**config.mk**
```make
export PLATFORM = sky130hd
export DESIGN_NAME = serial_to_parallel
export DESIGN_NICKNAME = d
export VERILOG_FILES = /design/src/rtl/serial_to_parallel.sv
export SDC_FILE = /design/constraint.sdc
export NUM_CORES = 1
export LEC_CHECK = 0
export CAP_MARGIN = 20
export CORE_MARGIN = 2
export CORE_UTILIZATION = 44
export CTS_CLUSTER_DIAMETER = 60
export DETAILED_ROUTE_END_ITERATION = 10
export HOLD_SLACK_MARGIN = 0.1
export PLACE_DENSITY = 0.82
export SLEW_MARGIN = 20
export SYNTH_ARGS = -nofsm -noshare
export SYNTH_HDL_FRONTEND = slang
export SYNTH_SLANG_ARGS = --single-unit
```
**constraint.sdc**
```tcl
create_clock -name SSPCLKIN -period 1.42 [get_ports SSPCLKIN]
set_clock_uncertainty 0.15 [all_clocks]
set_input_delay 0.213 -clock SSPCLKIN [delete_from_list [all_inputs] [get_ports SSPCLKIN]]
set_output_delay 0.213 -clock SSPCLKIN [all_outputs]
set_load 0.005 [all_outputs]
```
**src/rtl/serial_to_parallel.sv**
```systemverilog
// Serial-to-parallel receiver: assembles MSB-first serial words framed by a
// one-cycle SSPFSSIN pulse and hands them to a receive FIFO.
module serial_to_parallel #(
  parameter int N = 8
) (
  input  logic         SSPCLKIN,
  input  logic         CLEAR,
  input  logic         SSPRXD,
  input  logic         SSPFSSIN,
  input  logic         rx_full,
  output logic [N-1:0] RxData,
  output logic         rx_write,
  output logic         rx_overrun,
  output logic         framing_err,
  output logic         rx_busy
);

  localparam int CW = (N > 1) ? $clog2(N) : 1;

  typedef enum logic {
    IDLE  = 1'b0,
    SHIFT = 1'b1
  } state_t;

  state_t         r_state;
  logic [CW-1:0]  r_cnt;
  logic [N-1:0]   r_shift;
  logic [N-1:0]   r_rxdata;
  logic           r_write;
  logic           r_overrun;
  logic           r_ferr;
  logic           r_busy;

  logic           w_last;
  logic [N-1:0]   w_word;

  // The edge that samples the LSB is the one where the counter reaches N-1.
  assign w_last = (r_cnt == CW'(N - 1));
  assign w_word = {r_shift[N-2:0], SSPRXD};

  // Receive FSM, shift register, counter and registered outputs.
  always_ff @(posedge SSPCLKIN) begin
    if (CLEAR) begin
      r_state   <= IDLE;
      r_cnt     <= '0;
      r_shift   <= '0;
      r_rxdata  <= '0;
      r_write   <= 1'b0;
      r_overrun <= 1'b0;
      r_ferr    <= 1'b0;
      r_busy    <= 1'b0;
    end else begin
      r_write   <= 1'b0;
      r_overrun <= 1'b0;
      r_ferr    <= 1'b0;
      case (r_state)
        IDLE: begin
          if (SSPFSSIN) begin
            r_state <= SHIFT;
            r_busy  <= 1'b1;
            r_cnt   <= '0;
          end else begin
            r_state <= IDLE;
            r_busy  <= 1'b0;
          end
        end
        SHIFT: begin
          if (w_last) begin
            // Word completes; a frame pulse here chains the next word with no gap.
            r_shift <= w_word;
            r_cnt   <= '0;
            if (rx_full) begin
              r_overrun <= 1'b1;
            end else begin
              r_rxdata <= w_word;
              r_write  <= 1'b1;
            end
            if (SSPFSSIN) begin
              r_state <= SHIFT;
              r_busy  <= 1'b1;
            end else begin
              r_state <= IDLE;
              r_busy  <= 1'b0;
            end
          end else if (SSPFSSIN) begin
            r_ferr <= 1'b1;
            r_cnt  <= '0;
          end else begin
            r_shift <= w_word;
            r_cnt   <= r_cnt + CW'(1);
          end
        end
        default: begin
          r_state <= IDLE;
          r_busy  <= 1'b0;
          r_cnt   <= '0;
        end
      endcase
    end
  end

  assign RxData      = r_rxdata;
  assign rx_write    = r_write;
  assign rx_overrun  = r_overrun;
  assign framing_err = r_ferr;
  assign rx_busy     = r_busy;

endmodule
```
---- After elaboration in Yosys (flattened, before gate mapping) ----
Cells that the tools add are included.
storage, ports and cells
  register bits ........................... 23
  input bits .............................. 5
  output and inout port bits .............. 12
  word-level logic and storage cells ...... 33
cells by class
  add/subtract/negate cells ............... 1
  equality and inequality tests ........... 4
  mux-type cells .......................... 13
  bitwise logic cells ..................... 3
  reductions and logical operators ........ 4
operator list
  cell                                                   number
  2-to-1 mux 7 bit                                       2
  2-to-1 mux 3 bit                                       3
  one-hot mux 3 bit (2 select lines)                     1
  OR reduction 3 bit                                     2
  2-to-1 mux 1 bit                                       5
  inequality test 2 x 1 -> 1 bit, second input constant  2
  one-hot mux 1 bit (2 select lines)                     2
  adder 3 x 1 -> 3 bit, second input constant            1
  equality test 3 bit, second input constant             1
  NOT 1 bit                                              3
  AND reduction 3 bit                                    1
  inequality test 2 bit, second input constant           1
  AND reduction 2 bit                                    1

---- Depth between registers and ports, before layout ----
  depth in word-level cells ............... 4
  gate-level depth with buffers ........... 6
  mapped depth without buffers ............ 5

---- Least setup slack after synthesis ----
OpenSTA, ideal clock, no wires.
  kind .................................... flip-flop to flip-flop
  from .................................... register r_cnt[0]
  to ...................................... register r_shift[1]
  setup time .............................. 119 ps
  arrival time ............................ 1301 ps
  required time ........................... 1151 ps
  setup slack ............................. -150 ps
  stages on the path, launching flop included .. 7
  buffers on the path ..................... 1
  path through ............................ dfxtp_1 > ha_1 > ha_1 > nand2b_2 > and2_4 > buf_6 > mux2i_1
between the ends
  longest elaborated chain between the ends .. 3
  elaborated cells between the ends (all ways) .. 4
  those cells by class .................... 2 x eq/ne; 1 x mux; 1 x reduce/logical
RTL lines
  element                                          RTL line  RTL
  start, declared                                  26        logic [CW-1:0] r_cnt;
  start signal, assigned                           90        r_cnt <= r_cnt + CW'(1);
  equality test 3 bit *                            38        assign w_last = (r_cnt == CW'(N - 1));
  inequality test 2 x 1 -> 1 bit (no source line)  --
  AND reduction 2 bit (no source line)             --
  end signal, assigned                             70        r_shift <= w_word;
  end signal, assigned                             89        r_shift <= w_word;
  end, declared                                    27        logic [N-1:0] r_shift;
Mark *: on every way between the ends. The rest lies on a longest branch, timed or not.
A chain may end at the register's enable or synchronous reset.

---- Worst setup path after layout ----
  from .................................... register r_cnt[1]
  to ...................................... register r_shift[5]
Same word-level chain as after synthesis.

==> summary.md <==
| Metric | Value |
|---|---|
| Status | finished clean |
| Worst path max stage delay | 370 ps |
| Via density | 4.790 |
| Worst hold path class | reg -> reg |
| Number of core rows | 16 |
| Global-route wire length before repair | 2773 um |
| Placed cells | 137 |
| Wire per inst | 11.52 um |
| Finished layout cell area | 0.001196 sq mm |
| Max frequency | 0.7065 GHz |
| CTS Buffer Depth | 2 |
| Die ar. | 0.002413 sq mm |
| Sequential area share after synthesis | 0.5140 |
| Largest net degree at the start of global routing | 13 |
| Post-layout net count | 125 |
| Yosys cell types | 21 |
| WS Path Type | reg -> reg |
| Antenna violations before repair | 0 |
| Worst path top cell family by delay | flip-flops |
| Fin. Hold Viols | 0 |
| Pwr Density | 870.8 mW/mm^2 |
| RSZ-0062 raised after global routing | true |
| Syn Inst Count | 94 |
| Starting Density | 0.4613 |
| Headroom to the max-slew limit | 0.7807 |
| Die Wd | 49.12 um |
| Hold path cells | 2 |
| Synth Cell Area | 895.9 sq um |
| Worst Tran Pin Value | 328.0 ps |
| Diodes inserted | 0 |
| Total power | 1.042 mW |
| Hold path start | r_shift[4] |
| Fin cells | 143 |
| Capturing point of the worst reg2reg path | r_shift[5] |
| CTS H-tree depth | 1 |
| Post-Syn Nets | 102 |
| DRT Pass-1 Iters | 3 |
| Max Cap Violations | 0 |
| Setup violators final | 0 |
| Area growth from synthesis to layout | 33.52% |
| CTS tree | yes |
| WP data arrival | 1510 ps |
| Antenna-violating nets left | 0 |
| Peak VDD IR | 0.5635 mV |
| CP max FO | 6 |
| Hold buffers post-CTS | 0 |
| Ratio of final minimum period to clock period | 0.9967 |
| Tmin final | 1415 ps |
| Vias in the first global route | 629 |
| Gpl congestion | 0.7629 |
| Startpoint Class | register |
| Hold EP | RxData[5] |
| Commonest non-fill, non-tap cells in the layout | nand2_1, dfxtp_1, dlygate4sd2_1 |
| Critical-path cell list | ha_4, ha_4, nand2b_4, and2_4, mux2i_1 |
| Crit path max-delay cell type | dfxtp_2 |
| HPWL Detailed | 1226 um |
| Core box area | 0.001942 sq mm |
| Root Buffer Master | clkbuf_4 |
| Worst R2R Path Depth | 5 |
| Boundary pin count | 17 |
| Post-route DRC | 0 |
| Grt total ovfl | 0 |
| Number of buffers added on ports | 16 |
| WL final | 1648 um |
| Layout cell share with drive strength beyond 1 | 0.2845 |
| Syn avg cell area | 9.530 sq um |
| Clock-pin slew on the worst setup and hold paths | 120 ps |
| CP bufs+invs | 0 |
| Leakage power | 0.4998 nW |
| Worst r2r src | r_cnt[1] |
| Yosys reg bits | 23 |
| Clock sinks | 23 |
| Synth warn | 0 |
| Slew Viols, Final | 0 |
| CTS buffer count | 3 |
| Area after DPL | 0.001117 sq mm |
| Total Routing Usage GR | 0.1510 |
| Via count | 685 |
| Die Span Y | 49.12 um |
| Data required, critical path | 1510 ps |
| Crit end category | register |
| Commonest non-fill, non-tap cell in the layout | nand2_1 |
| Later-pin clock latency in the skew report | 320 ps |
| 1st-iter DRT viols | 7 |
| Setup slack, reg-to-reg | 5 ps |
| Crit-path most repeated cell | ha_4 |
[through the flow]
step                utilization  setup slack [ps]  setup TNS, ps  hold slack (ps)
floorplan                     -             5.806              0            134.8
global placement         0.5754            -24.87         -182.4            292.1
detailed placement       0.5754            -59.39         -489.3            300.2
CTS                      0.6012            -11.87         -11.87            307.0
global route             0.6160            -68.94         -474.2            336.5
finish                   0.6160             4.669              0            316.7
[metal layers]
metal	vias up	part of all wire	global-route usage
met1	314	0.45	0.1969
met5	-	0	0
met2	11	0.49	0.2342
met4	0	0.029	0.1000
li1	355	-	-
met3	5	0.028	0.01840
[cell usage after synthesis, drive strengths merged]
cell type   n  area (sq um)
inv         3         11.26
buf         5         31.28
a2bb2oi     1         8.760
and2        1         8.760
nand3b      1         7.510
and3b       2         17.52
nor2        2         7.510
nand4b      1         8.760
ha          3         37.54
nor4        1         6.260
o21ai       1         5.000
nand2b      9         58.81
dfxtp      23         460.4
a21oi      11         55.05
nor3b       1         7.510
nand2      17         63.81
and4b       1         10.01
mux2i       7         70.07
nor3        4         20.02
[power by group]
group | leakage [nW] | switching [mW] | internal [mW]
clock network | 0.0150 | 0.193 | 0.110
registers | 0.192 | 0.00652 | 0.652
logic | 0.293 | 0.0366 | 0.0438
total | 0.500 | 0.236 | 0.806
[kinds of logic (layout without fill, tap and decap cells)]
family                   after synthesis  count (layout)  synth area share
AO/OA/AOI/OAI                         13              13           0.07681
adder cells (fa/ha/maj)                3               3           0.04190
buffers and inverters                  8              30           0.04749
flip-flops                            23              23            0.5140
multiplexers                           7               7           0.07822
AND/OR/NAND/NOR                       40              40            0.2416
[state kept, by name (all words and copies together) (netlist names)]
| name | cells |
|---|---|
| rx_overrun | 1 |
| r_state | 1 |
| framing_err | 1 |
| rx_write | 1 |
| r_cnt | 3 |
| r_shift | 7 |
| RxData | 8 |
| rx_busy | 1 |
[cell type report]
class	instances	area [sq um]
clock buffer	4	26.28
fill	170	745.7
inverter	3	11.26
multi-input combinational	63	450.4
sequential	23	476.7
tap	27	33.78
timing repair buffer	23	197.7
[worst register-to-register path, stage by stage (launching register included)]
cell and delay [ps]:
dfxtp_2 370, ha_4 150, ha_4 160, nand2b_4 130, and2_4 180, mux2i_1 200
[repair_timing]
item	in CTS	in global routing
gates resized for setup	24	8
pin swaps	1	15
buffers inserted	2	0
endpoints found under the setup margin	24	14
[worst max path at each step]
stage / cells past startpoint / from / end
floorplan: 6 / r_cnt[1] / r_shift[1]
global placement: 4 / rx_full / RxData[4]
detailed placement: 4 / rx_full / RxData[1]
CTS: 5 / r_cnt[0] / r_shift[5]
global route: 5 / r_cnt[1] / r_shift[5]
finish: 5 / r_cnt[1] / r_shift[5]
Power figures use the tool's default switching activity.
